`config.mk`:
```
export PLATFORM = sky130hd
export DESIGN_NAME = nec_ir_receiver_flat
export DESIGN_NICKNAME = d
export VERILOG_FILES = /design/src/rtl/nec_ir_receiver_if.sv /design/src/rtl/nec_ir_receiver.sv /design/src/flat_wrapper.sv
export SDC_FILE = /design/constraint.sdc
export NUM_CORES = 1
export LEC_CHECK = 0
export BUFFER_PORTS_ARGS = -buffer_cell sky130_fd_sc_hd__buf_2
export CORE_ASPECT_RATIO = 1.25
export CORE_MARGIN = 1.5
export CORE_UTILIZATION = 58
export CTS_BUF_LIST = sky130_fd_sc_hd__clkbuf_4 sky130_fd_sc_hd__clkbuf_8
export DETAILED_ROUTE_END_ITERATION = 8
export GPL_TIMING_DRIVEN = 0
export PLACE_DENSITY = 0.87
export SLEW_MARGIN = 40
export SYNTH_ARGS = -nofsm -noshare
export SYNTH_HDL_FRONTEND = slang
export SYNTH_SLANG_ARGS = --single-unit
```
`constraint.sdc`:
```
create_clock -name clk_50 -period 2.5 [get_ports clk_50]
set_input_delay 0.375 -clock clk_50 [delete_from_list [all_inputs] [get_ports clk_50]]
set_output_delay 0.375 -clock clk_50 [all_outputs]
set_load 0.05 [all_outputs]
```
`src/rtl/nec_ir_receiver_if.sv`:
```
`default_nettype none
// +----------------------------------------------------------------------------+
// | Module   : nec_ir_receiver_if                                              |
// | Brief    : Decoded-key bundle from the NEC IR receiver to its consumers.   |
// | Revision : 1.0                                                             |
// +----------------------------------------------------------------------------+
interface nec_ir_receiver_if;
   logic [7:0] ir_button;
   logic [7:0] ir_addr;
   logic       code_valid;
   logic       repeat_valid;
   logic       frame_err;
   logic       busy;

   modport master (
      output ir_button, ir_addr, code_valid, repeat_valid, frame_err, busy
   );

   modport slave (
      input ir_button, ir_addr, code_valid, repeat_valid, frame_err, busy
   );
endinterface
`default_nettype wire

```
`src/rtl/nec_ir_receiver.sv`:
```
`default_nettype none
// +----------------------------------------------------------------------------+
// | Module   : nec_ir_receiver                                                 |
// | Brief    : NEC IR frame decoder with repeat handling and key-hold timeout. |
// | Revision : 1.0                                                             |
// +----------------------------------------------------------------------------+
module nec_ir_receiver #(
   parameter int unsigned LEAD_MARK_CYC  = 450000,
   parameter int unsigned LEAD_SPACE_CYC = 225000,
   parameter int unsigned RPT_SPACE_CYC  = 112500,
   parameter int unsigned BIT_MARK_CYC   = 28125,
   parameter int unsigned ZERO_SPACE_CYC = 28125,
   parameter int unsigned ONE_SPACE_CYC  = 84375,
   parameter int unsigned HOLD_CYC       = 6000000,
   parameter logic [7:0]  IDLE_CODE      = 8'hFF,
   parameter bit          CHECK_ADDR     = 1'b0
) (
   input  wire               clk_50,
   input  wire               reset,
   input  wire               irda_rxd,
   nec_ir_receiver_if.master ir
);

   localparam int c_dur_w = 20;
   localparam logic [c_dur_w-1:0] c_dur_max = '1;

   localparam logic [31:0] c_lm_lo = LEAD_MARK_CYC  - LEAD_MARK_CYC  / 4;
   localparam logic [31:0] c_lm_hi = LEAD_MARK_CYC  + LEAD_MARK_CYC  / 4;
   localparam logic [31:0] c_ls_lo = LEAD_SPACE_CYC - LEAD_SPACE_CYC / 4;
   localparam logic [31:0] c_ls_hi = LEAD_SPACE_CYC + LEAD_SPACE_CYC / 4;
   localparam logic [31:0] c_rs_lo = RPT_SPACE_CYC  - RPT_SPACE_CYC  / 4;
   localparam logic [31:0] c_rs_hi = RPT_SPACE_CYC  + RPT_SPACE_CYC  / 4;
   localparam logic [31:0] c_bm_lo = BIT_MARK_CYC   - BIT_MARK_CYC   / 4;
   localparam logic [31:0] c_bm_hi = BIT_MARK_CYC   + BIT_MARK_CYC   / 4;
   localparam logic [31:0] c_zs_lo = ZERO_SPACE_CYC - ZERO_SPACE_CYC / 4;
   localparam logic [31:0] c_zs_hi = ZERO_SPACE_CYC + ZERO_SPACE_CYC / 4;
   localparam logic [31:0] c_os_lo = ONE_SPACE_CYC  - ONE_SPACE_CYC  / 4;
   localparam logic [31:0] c_os_hi = ONE_SPACE_CYC  + ONE_SPACE_CYC  / 4;

   // A space state must allow the longer of its two legal durations before timing out.
   localparam logic [31:0] c_ls_tmo = (c_ls_hi > c_rs_hi) ? c_ls_hi : c_rs_hi;
   localparam logic [31:0] c_bs_tmo = (c_os_hi > c_zs_hi) ? c_os_hi : c_zs_hi;

   localparam int c_hold_w = (HOLD_CYC > 1) ? $clog2(HOLD_CYC + 1) : 1;
   localparam logic [c_hold_w-1:0] c_hold_load = c_hold_w'(HOLD_CYC);
   localparam logic [c_hold_w-1:0] c_hold_one  = c_hold_w'(1);

   typedef enum logic [2:0] {
      S_IDLE       = 3'd0,
      S_LEAD_MARK  = 3'd1,
      S_LEAD_SPACE = 3'd2,
      S_BIT_MARK   = 3'd3,
      S_BIT_SPACE  = 3'd4,
      S_CHECK      = 3'd5,
      S_RPT_MARK   = 3'd6
   } state_t;

   state_t                r_state;
   state_t                w_state_next;
   logic [1:0]            r_sync;
   logic                  r_prev;
   logic [c_dur_w-1:0]    r_dur;
   logic [31:0]           r_shift;
   logic [4:0]            r_bit_cnt;
   logic [7:0]            r_button;
   logic [7:0]            r_addr;
   logic [c_hold_w-1:0]   r_hold;
   logic                  r_code_valid;
   logic                  r_repeat_valid;
   logic                  r_frame_err;
   logic                  r_busy;

   logic                  w_fall;
   logic                  w_rise;
   logic [31:0]           w_dur32;
   logic                  w_in_lm, w_in_ls, w_in_rs, w_in_bm, w_in_zs, w_in_os;
   logic                  w_cmd_ok;
   logic                  w_addr_ok;
   logic                  w_err;
   logic                  w_shift;
   logic                  w_shift_bit;
   logic                  w_bit_clr;
   logic                  w_code_ok;
   logic                  w_rpt_ok;

   // Line idles high, so the synchroniser resets to 1 to avoid a phantom fall.
   assign w_fall  = r_prev & ~r_sync[1];
   assign w_rise  = ~r_prev & r_sync[1];
   assign w_dur32 = {{(32-c_dur_w){1'b0}}, r_dur};

   assign w_in_lm = (w_dur32 >= c_lm_lo) && (w_dur32 <= c_lm_hi);
   assign w_in_ls = (w_dur32 >= c_ls_lo) && (w_dur32 <= c_ls_hi);
   assign w_in_rs = (w_dur32 >= c_rs_lo) && (w_dur32 <= c_rs_hi);
   assign w_in_bm = (w_dur32 >= c_bm_lo) && (w_dur32 <= c_bm_hi);
   assign w_in_zs = (w_dur32 >= c_zs_lo) && (w_dur32 <= c_zs_hi);
   assign w_in_os = (w_dur32 >= c_os_lo) && (w_dur32 <= c_os_hi);

   assign w_cmd_ok  = (r_shift[23:16] == ~r_shift[31:24]);
   assign w_addr_ok = !CHECK_ADDR || (r_shift[7:0] == ~r_shift[15:8]);

   always_ff @(posedge clk_50) begin
      if (reset) begin
         r_sync <= 2'b11;
         r_prev <= 1'b1;
         r_dur  <= '0;
      end else begin
         r_sync <= {r_sync[0], irda_rxd};
         r_prev <= r_sync[1];
         if (w_fall || w_rise)
            r_dur <= '0;
         else if (r_dur != c_dur_max)
            r_dur <= r_dur + c_dur_w'(1);
      end
   end

   always_ff @(posedge clk_50) begin
      if (reset)
         r_state <= S_IDLE;
      else
         r_state <= w_state_next;
   end

   always_comb begin
      w_state_next = r_state;
      w_err        = 1'b0;
      w_shift      = 1'b0;
      w_shift_bit  = 1'b0;
      w_bit_clr    = 1'b0;
      w_code_ok    = 1'b0;
      w_rpt_ok     = 1'b0;
      case (r_state)
         S_IDLE: begin
            if (w_fall)
               w_state_next = S_LEAD_MARK;
         end
         S_LEAD_MARK: begin
            if (w_rise) begin
               if (w_in_lm) w_state_next = S_LEAD_SPACE;
               else         w_err = 1'b1;
            end else if (w_dur32 > c_lm_hi) begin
               w_err = 1'b1;
            end
         end
         S_LEAD_SPACE: begin
            if (w_fall) begin
               if (w_in_ls) begin
                  w_state_next = S_BIT_MARK;
                  w_bit_clr    = 1'b1;
               end else if (w_in_rs) begin
                  w_state_next = S_RPT_MARK;
               end else begin
                  w_err = 1'b1;
               end
            end else if (w_dur32 > c_ls_tmo) begin
               w_err = 1'b1;
            end
         end
         S_BIT_MARK: begin
            if (w_rise) begin
               if (w_in_bm) w_state_next = S_BIT_SPACE;
               else         w_err = 1'b1;
            end else if (w_dur32 > c_bm_hi) begin
               w_err = 1'b1;
            end
         end
         S_BIT_SPACE: begin
            if (w_fall) begin
               if (w_in_zs || w_in_os) begin
                  w_shift      = 1'b1;
                  w_shift_bit  = w_in_os;
                  w_state_next = (r_bit_cnt == 5'd31) ? S_CHECK : S_BIT_MARK;
               end else begin
                  w_err = 1'b1;
               end
            end else if (w_dur32 > c_bs_tmo) begin
               w_err = 1'b1;
            end
         end
         S_CHECK: begin
            w_state_next = S_IDLE;
            if (w_cmd_ok && w_addr_ok) w_code_ok = 1'b1;
            else                       w_err = 1'b1;
         end
         S_RPT_MARK: begin
            if (w_rise) begin
               if (w_in_bm) begin
                  w_state_next = S_IDLE;
                  w_rpt_ok     = (r_button != IDLE_CODE);
               end else begin
                  w_err = 1'b1;
               end
            end else if (w_dur32 > c_bm_hi) begin
               w_err = 1'b1;
            end
         end
         default: w_state_next = S_IDLE;
      endcase
      if (w_err)
         w_state_next = S_IDLE;
   end

   always_ff @(posedge clk_50) begin
      if (reset) begin
         r_shift        <= '0;
         r_bit_cnt      <= '0;
         r_button       <= IDLE_CODE;
         r_addr         <= '0;
         r_hold         <= '0;
         r_code_valid   <= 1'b0;
         r_repeat_valid <= 1'b0;
         r_frame_err    <= 1'b0;
         r_busy         <= 1'b0;
      end else begin
         r_code_valid   <= w_code_ok;
         r_repeat_valid <= w_rpt_ok;
         r_frame_err    <= w_err;
         r_busy         <= (w_state_next != S_IDLE);

         // LSB-first: each new bit enters at the top and walks down to bit 0.
         if (w_shift)
            r_shift <= {w_shift_bit, r_shift[31:1]};

         if (w_bit_clr)
            r_bit_cnt <= '0;
         else if (w_shift)
            r_bit_cnt <= r_bit_cnt + 5'd1;

         // A reload in the same cycle as expiry keeps the key held.
         if (w_code_ok || w_rpt_ok) begin
            r_hold <= c_hold_load;
         end else if (r_hold != '0) begin
            r_hold <= r_hold - c_hold_one;
            if (r_hold == c_hold_one)
               r_button <= IDLE_CODE;
         end

         if (w_code_ok) begin
            r_button <= r_shift[23:16];
            r_addr   <= r_shift[7:0];
         end
      end
   end

   assign ir.ir_button    = r_button;
   assign ir.ir_addr      = r_addr;
   assign ir.code_valid   = r_code_valid;
   assign ir.repeat_valid = r_repeat_valid;
   assign ir.frame_err    = r_frame_err;
   assign ir.busy         = r_busy;

endmodule
`default_nettype wire

```
`src/flat_wrapper.sv`:
```
// flat-port wrapper written by rule: the top's interface ports become plain ports
module nec_ir_receiver_flat 
#(
   parameter int unsigned LEAD_MARK_CYC  = 450000,
   parameter int unsigned LEAD_SPACE_CYC = 225000,
   parameter int unsigned RPT_SPACE_CYC  = 112500,
   parameter int unsigned BIT_MARK_CYC   = 28125,
   parameter int unsigned ZERO_SPACE_CYC = 28125,
   parameter int unsigned ONE_SPACE_CYC  = 84375,
   parameter int unsigned HOLD_CYC       = 6000000,
   parameter logic [7:0]  IDLE_CODE      = 8'hFF,
   parameter bit          CHECK_ADDR     = 1'b0
)
  (clk_50, reset, irda_rxd, ir_ir_button, ir_ir_addr, ir_code_valid, ir_repeat_valid, ir_frame_err, ir_busy);
  nec_ir_receiver_if ir_i ();
  input  wire clk_50;
  input  wire reset;
  input  wire irda_rxd;
  output wire logic [$bits(ir_i.ir_button)-1:0] ir_ir_button;
  output wire logic [$bits(ir_i.ir_addr)-1:0] ir_ir_addr;
  output wire logic [$bits(ir_i.code_valid)-1:0] ir_code_valid;
  output wire logic [$bits(ir_i.repeat_valid)-1:0] ir_repeat_valid;
  output wire logic [$bits(ir_i.frame_err)-1:0] ir_frame_err;
  output wire logic [$bits(ir_i.busy)-1:0] ir_busy;
  assign ir_ir_button = ir_i.ir_button;
  assign ir_ir_addr = ir_i.ir_addr;
  assign ir_code_valid = ir_i.code_valid;
  assign ir_repeat_valid = ir_i.repeat_valid;
  assign ir_frame_err = ir_i.frame_err;
  assign ir_busy = ir_i.busy;
  nec_ir_receiver #(.LEAD_MARK_CYC(LEAD_MARK_CYC), .LEAD_SPACE_CYC(LEAD_SPACE_CYC), .RPT_SPACE_CYC(RPT_SPACE_CYC), .BIT_MARK_CYC(BIT_MARK_CYC), .ZERO_SPACE_CYC(ZERO_SPACE_CYC), .ONE_SPACE_CYC(ONE_SPACE_CYC), .HOLD_CYC(HOLD_CYC), .IDLE_CODE(IDLE_CODE), .CHECK_ADDR(CHECK_ADDR)) u_core (.clk_50(clk_50), .reset(reset), .irda_rxd(irda_rxd), .ir(ir_i));
endmodule
```
# ---- After elaboration in Yosys (flattened, before gate mapping)
# Index checks and enable logic that the tools add are counted.
dict set report classes {
  n_reduce_logical 19
  eq_ne 12
  n_bitwise 5
  n_addsub 3
  n_mux 50
  order_cmp 14
}
# operator count
set ops {}
lappend ops {{2-to-1 mux 23 bit} 2}
lappend ops {{2-to-1 mux 3 bit} 14}
lappend ops {{2-to-1 mux 8 bit} 4}
lappend ops {{2-to-1 mux 1 bit} 28}
lappend ops {{equality test 23 x 1 -> 1 bit (second input constant)} 1}
lappend ops {{nonzero test 23 bit} 1}
lappend ops {{subtractor 23 x 1 -> 23 bit (second input constant)} 1}
lappend ops {{adder 20 x 1 -> 20 bit (second input constant)} 1}
lappend ops {{greater-or-equal comparator 20 x 15 -> 1 bit (second input constant)} 1}
lappend ops {{greater-or-equal comparator 20 x 16 -> 1 bit (second input constant)} 1}
lappend ops {{greater-or-equal comparator 20 x 17 -> 1 bit (second input constant)} 1}
lappend ops {{greater-or-equal comparator 20 x 18 -> 1 bit (second input constant)} 1}
lappend ops {{greater-or-equal comparator 20 x 19 -> 1 bit (second input constant)} 1}
lappend ops {{> comparator 20 x 16 -> 1 bit (second input constant)} 1}
lappend ops {{> comparator 20 x 17 -> 1 bit (second input constant)} 1}
lappend ops {{> comparator 20 x 19 -> 1 bit (second input constant)} 1}
lappend ops {{> comparator 20 bit (second input constant)} 1}
lappend ops {{<= comparator 20 x 16 -> 1 bit (second input constant)} 1}
lappend ops {{<= comparator 20 x 17 -> 1 bit (second input constant)} 1}
lappend ops {{<= comparator 20 x 18 -> 1 bit (second input constant)} 1}
lappend ops {{<= comparator 20 x 19 -> 1 bit (second input constant)} 1}
lappend ops {{<= comparator 20 bit (second input constant)} 1}
lappend ops {{inequality test 20 bit (second input constant)} 1}
lappend ops {{case mux 3 bit (6 select lines)} 1}
lappend ops {{19 further kinds} 35}
dict set report word_totals {
  register_bits 106
  elab_cells 117
  in_bits 3
}

# ---- Logic depth before layout (Yosys ltp)
dict set report logic_depth {
  depth_word 8
  mapped_depth 12
  mapped_depth_nobuf 10
}

# ---- Least setup slack after synthesis
# Ideal clock, no wire load.
dict set report synth_path {
  kind {flip-flop to flip-flop}
  from {register u_core.r_dur[16]}
  to {register u_core.r_busy, in the netlist u_core.ir.busy}
  slack_ns -0.180
  path_buffers 0
  setup_time_ns 0.059
  t_required_ns 2.441
  arrival_time_ns 2.621
  period_less_slack_ns 2.680
  stages_incl_launch_ff 9
  path_cell_list {dfxtp_1 -> or4b_4 -> or4_4 -> or4_1 -> o21ai_1 -> a311o_2 -> o311ai_4 -> nor4b_4 -> o31a_1}
}
dict set report synth_via {
  elab_chain_len 8
  elab_cells_between_ends 48
  classes_between {order compare (14); mux (27); reduce/logical (7)}
}
# element line
set synth_lines {}
lappend synth_lines {{from (decl)} nec_ir_receiver.sv:62} ;# logic [c_dur_w-1:0] r_dur;
lappend synth_lines {{from (signal assigned)} nec_ir_receiver.sv:112} ;# r_dur <= r_dur + c_dur_w'(1);
lappend synth_lines {{greater-or-equal comparator 20 x 17 -> 1 bit (tied with other cells)} nec_ir_receiver.sv:93} ;# assign w_in_rs = (w_dur32 >= c_rs_lo) && (w_dur32 <= c_rs_hi);
lappend synth_lines {{logical AND 1 bit, on equally long branches} n/a}
lappend synth_lines {{2-to-1 mux 3 bit (tied with other cells)} nec_ir_receiver.sv:149} ;# end else if (w_in_rs) begin
lappend synth_lines {{2-to-1 mux 3 bit (tied with other cells)} nec_ir_receiver.sv:146} ;# if (w_in_ls) begin
lappend synth_lines {{2-to-1 mux 3 bit (tied with other cells)} nec_ir_receiver.sv:145} ;# if (w_fall) begin
lappend synth_lines {{case mux 3 bit (6 select lines) / case mux 1 bit (5 select lines) (equally long branches)} nec_ir_receiver.sv:131} ;# case (r_state)
lappend synth_lines {{2-to-1 mux 3 bit (*)} nec_ir_receiver.sv:198} ;# if (w_err)
lappend synth_lines {{nonzero test 3 bit (*)} nec_ir_receiver.sv:217} ;# r_busy <= (w_state_next != S_IDLE);
lappend synth_lines {{to (signal assigned)} nec_ir_receiver.sv:217}
lappend synth_lines {{to (decl)} nec_ir_receiver.sv:71} ;# logic r_busy;
# Mark *: on every way between the ends. The rest lies on a longest branch, timed or not.
# A chain may end at the register's enable or synchronous reset.

# ---- Final worst setup path
dict set report layout_path {
  from {register u_core.r_dur[16]}
  to {register u_core.r_state[0]}
}
dict set report layout_via {
  elab_chain_len 7
  elab_cells_between_ends 47
  classes_between {order compare (14); mux (27); reduce/logical (6)}
}
# element line
set layout_lines {}
lappend layout_lines {{greater-or-equal comparator 20 x 17 -> 1 bit (tied with other cells)} nec_ir_receiver.sv:93}
lappend layout_lines {{logical AND 1 bit, on equally long branches} n/a}
lappend layout_lines {{2-to-1 mux 3 bit (tied with other cells)} nec_ir_receiver.sv:149}
lappend layout_lines {{2-to-1 mux 3 bit (tied with other cells)} nec_ir_receiver.sv:146}
lappend layout_lines {{2-to-1 mux 3 bit (tied with other cells)} nec_ir_receiver.sv:145}
lappend layout_lines {{case mux 3 bit (6 select lines) / case mux 1 bit (5 select lines) (equally long branches)} nec_ir_receiver.sv:131}
lappend layout_lines {{2-to-1 mux 3 bit (*)} nec_ir_receiver.sv:198}
lappend layout_lines {{to (signal assigned)} nec_ir_receiver.sv:120} ;# r_state <= w_state_next;
lappend layout_lines {{to (decl)} nec_ir_receiver.sv:58} ;# state_t r_state;
# Marked as above.

==> flow_metrics.py <==
metrics = {
    "status": {
        "status": "finished with violations",
        "violations": "setup timing",
    },
    "sta": {
        "finalSetupViolations": 49,
        "worst_slew_pin_slew_ns": 0.716,
        "timing.final.crit_period_ns": 2.84,
        "rsz0062_at_grt": "true",
        "fin_setup_tns_ns": -4.28,
        "clock-skew-final_ns": 0.0217,
        "max_freq_ghz": 0.352,
        "worst_hold_check_slack_ns": 0.175,
        "layout_worst_path_cycle_share": 1.14,
        "drv_slew": 0,
        "final.setup.worst_slack_ns": -0.344,
        "max-slew-margin-rel": 0.522,
        "report.final.hold_viol_count": 0,
    },
    "setup_path": {
        "setup.reg_to_reg.worst_slack_ns": -0.34,
        "r2r_cells": 8,
        "setup.worst_path.end_class": "flip-flop",
        "worstPathMaxFanout": 4,
        "cp-start-kind": "flip-flop",
        "worst_ep_required_time_ns": 2.81,
        "reg2reg_to": "u_core.r_state[0]",
        "path_class": "flip-flop to flip-flop",
        "worst-endpoint-arrival_ns": 3.15,
        "critical_path.reg2reg.startpoint": "u_core.r_dur[16]",
    },
    "job": {
        "cap_viol_max_count": 0,
    },
    "power": {
        "power-per-cell-area_nw_per_um2": 693,
        "total_leakage_power_nw": 2.26,
        "vdd_drop_max_v": 0.000679,
        "p_total_mw": 4.28,
    },
    "drt": {
        "detail_route.first_pass.iterations": 5,
        "postRouteAntennaNets": 0,
        "route.final.wire_length_um": 14200,
        "detailedRoute.firstIterationViolations": 370,
        "remaining_drc_errors": 0,
        "vias_per_cell": 6.17,
        "routed_length_per_instance_um": 17.8,
        "vias": 4921,
    },
    "synthesis": {
        "ys_async_sr_fraction": 0,
        "postSynthRegisterBits": 106,
        "count_of_flip_flops_with_a_built_in_enable_after_synthesis": 0,
        "yosysWarningCount": 0,
        "synthDominantCellAreaShare": 0.394,
        "synth_area_um2": 5390,
        "number_of_nets_produced_by_synthesis": 644,
        "dominantRegCellSynth": "sky130_fd_sc_hd__dfxtp_1",
        "ys_seq_area_frac": 0.394,
        "post-synth-top-area-cell": "sky130_fd_sc_hd__dfxtp_1",
        "syn_avg_cell_area_um2": 8.54,
        "ys_types": 67,
        "synthesis.instances": 631,
        "synthTopCellsByArea": "sky130_fd_sc_hd__dfxtp_1, sky130_fd_sc_hd__mux2i_1, sky130_fd_sc_hd__nor2_1",
    },
    "global_routing": {
        "grt_remaining_overflow": 0,
        "track_usage": 0.300,
        "grt_max_degree": 23,
        "antenna_found_initial": 0,
        "global_route_wire_length_before_repair_um": 23400,
        "number_of_global_route_vias_before_repair": 4813,
    },
    "clock_network": {
        "tritoncts.num_buffers": 9,
        "worstSkewPairLatency_ns": 0.38,
        "tritoncts": "yes",
        "clock_tree.buffer_depth": 2,
        "cts.hold.buffers_added": 0,
        "clkSinkCount": 106,
        "cts.clk_slew.worst_paths_ns": 0.12,
        "ctsRootBufferMaster": "sky130_fd_sc_hd__clkbuf_8",
        "h-tree-depth": 3,
    },
    "floorplan": {
        "chipWidth_um": 89.2,
        "design.portCount": 23,
        "core_area_um2": 9080,
        "die_area_um2": 9880,
        "placementRows": 39,
        "die_height_um": 111,
        "initial_utilization": 0.594,
    },
    "placement": {
        "place.detailed.hpwl_um": 9990,
        "buffer_ports.inserted": 22,
        "gp_congestion": 1.01,
        "detailedPlace.worstSlack_ns": -0.509,
        "dpl.cell_count": 776,
    },
    "layout": {
        "antennaDiodeCount": 0,
        "fillCellCount": 687,
        "instances_no_fill": 798,
        "layout-drive-gt1-share": 0.169,
        "design.final.nets": 683,
        "synthToLayoutAreaGrowth_pct": 14.7,
    },
    "min_path": {
        "hold_path.class": "primary input to flip-flop",
        "timing.hold.worst_endpoint": "u_core.r_sync[0]",
        "hp-start": "irda_rxd",
        "worst_hold_path.num_cells": 2,
    },
}
-- power by group --
part	switching, mW	internal [mW]	total [mW]
Combinational	0.655	0.516	1.17
Clock	0.687	0.411	1.10
Sequential	0.166	1.85	2.01
Total	1.51	2.77	4.28
-- worst max-delay path by stage --
stage | from | end
2_1_floorplan | u_core.r_dur[16] | u_core.ir.busy
3_3_place_gp | u_core.r_dur[7] | u_core.r_dur[9]
3_5_place_dp | u_core.r_dur[7] | u_core.r_dur[9]
4_1_cts | u_core.r_dur[16] | u_core.r_state[0]
5_1_grt | u_core.r_dur[16] | u_core.r_state[0]
6_report | u_core.r_dur[16] | u_core.r_state[0]
-- critical path: stages (launching register included) --
cell and delay [ns]:
sky130_fd_sc_hd__dfxtp_4 0.37, sky130_fd_sc_hd__or4b_4 0.54, sky130_fd_sc_hd__or4_4 0.47, sky130_fd_sc_hd__or4_4 0.45, sky130_fd_sc_hd__o21ai_4 0.10, sky130_fd_sc_hd__a311o_2 0.23, sky130_fd_sc_hd__o311ai_4 0.11, sky130_fd_sc_hd__nor4b_4 0.32
sky130_fd_sc_hd__and2_1 0.18
-- sequential cells by signal, summed over array words and instances, names as in the netlist --
| register | flops |
|---|---|
| u_core.r_state | 3 |
| u_core.r_dur | 20 |
| u_core.r_shift | 32 |
| u_core.ir.busy | 1 |
| u_core.r_prev | 1 |
| u_core.r_bit_cnt | 5 |
| u_core.r_sync | 2 |
| u_core.r_hold | 23 |
| u_core.ir.repeat_valid | 1 |
| u_core.ir.frame_err | 1 |
| u_core.ir.code_valid | 1 |
| u_core.ir.ir_addr | 8 |
| u_core.ir.ir_button | 8 |
-- metal layers --
| metal | wire length [um] | global-route usage | vias to the layer above | share of wire |
|---|---|---|---|---|
| met5 | 0 | 0 | - | 0 |
| met4 | 538 | 0.146 | 0 | 0.038 |
| met3 | 692 | 0.0432 | 41 | 0.049 |
| met2 | 7320 | 0.504 | 203 | 0.51 |
| met1 | 5700 | 0.365 | 2348 | 0.40 |
| li1 | - | - | 2329 | - |
-- layout by cell type (no fill, tap or decap), types with 16 or more instances in the layout --
cell type	netlist	final
sky130_fd_sc_hd__a21oi_1	28	26
sky130_fd_sc_hd__buf_2	4	23
sky130_fd_sc_hd__clkbuf_1	37	19
sky130_fd_sc_hd__dfxtp_1	106	98
sky130_fd_sc_hd__mux2i_1	41	41
sky130_fd_sc_hd__nand2_1	33	33
sky130_fd_sc_hd__nand3_1	17	17
sky130_fd_sc_hd__nor2_1	107	105
sky130_fd_sc_hd__nor3_1	26	21
sky130_fd_sc_hd__o21ai_0	17	16
sky130_fd_sc_hd__xnor2_1	27	27
sky130_fd_sc_hd__xor2_1	18	18
-- synthesized netlist by cell type, types with 11 or more instances --
cell and instances:
sky130_fd_sc_hd__nor3_1 26, sky130_fd_sc_hd__inv_1 15, sky130_fd_sc_hd__xor2_1 18, sky130_fd_sc_hd__clkbuf_1 37, sky130_fd_sc_hd__nor2_1 107, sky130_fd_sc_hd__nand2_1 33
sky130_fd_sc_hd__dfxtp_1 106, sky130_fd_sc_hd__o21ai_0 17, sky130_fd_sc_hd__nand4_1 11, sky130_fd_sc_hd__mux2i_1 41, sky130_fd_sc_hd__a21oi_1 28, sky130_fd_sc_hd__xnor2_1 27
sky130_fd_sc_hd__nand3_1 17
-- cells by family (layout without fill, tap and decap cells) --
group,after synthesis,count (layout),share of synthesized area
AO/OA/AOI/OAI,109,109,0.144
adder cells (fa/ha/maj),11,11,0.0251
XOR/XNOR,45,45,0.0731
multiplexers,41,41,0.0762
buffers and inverters,56,100,0.0399
flip-flops,106,106,0.394
AND/OR/NAND/NOR,263,263,0.248
-- metrics by stage --
stage / instance area, um2 / util
finish: 6180 / 0.681
global placement: 5660 / 0.623
global route: 6180 / 0.681
detailed placement: 5660 / 0.623
CTS: 6130 / 0.676
floorplan: 5390 / -
-- cell type report --
cell class / count / area [um2] / area share
Multi-Input combinational cell: 469 / 3240 / 0.524
Sequential cell: 106 / 2130 / 0.345
Buffer: 39 / 204 / 0.0330
Timing Repair Buffer: 30 / 183 / 0.0296
Tap cell: 123 / 154 / 0.0249
Clock buffer: 9 / 124 / 0.0200
Clock inverter: 7 / 86.3 / 0.0140
Inverter: 15 / 56.3 / 0.00911
-- repair_timing --
item,CTS,global route
endpoints found under the setup margin,86,74
cloned,0,0
setup buffers,7,1
pin swaps,11,4
gates resized for setup,63,9
Power figures use the tool's default switching activity.
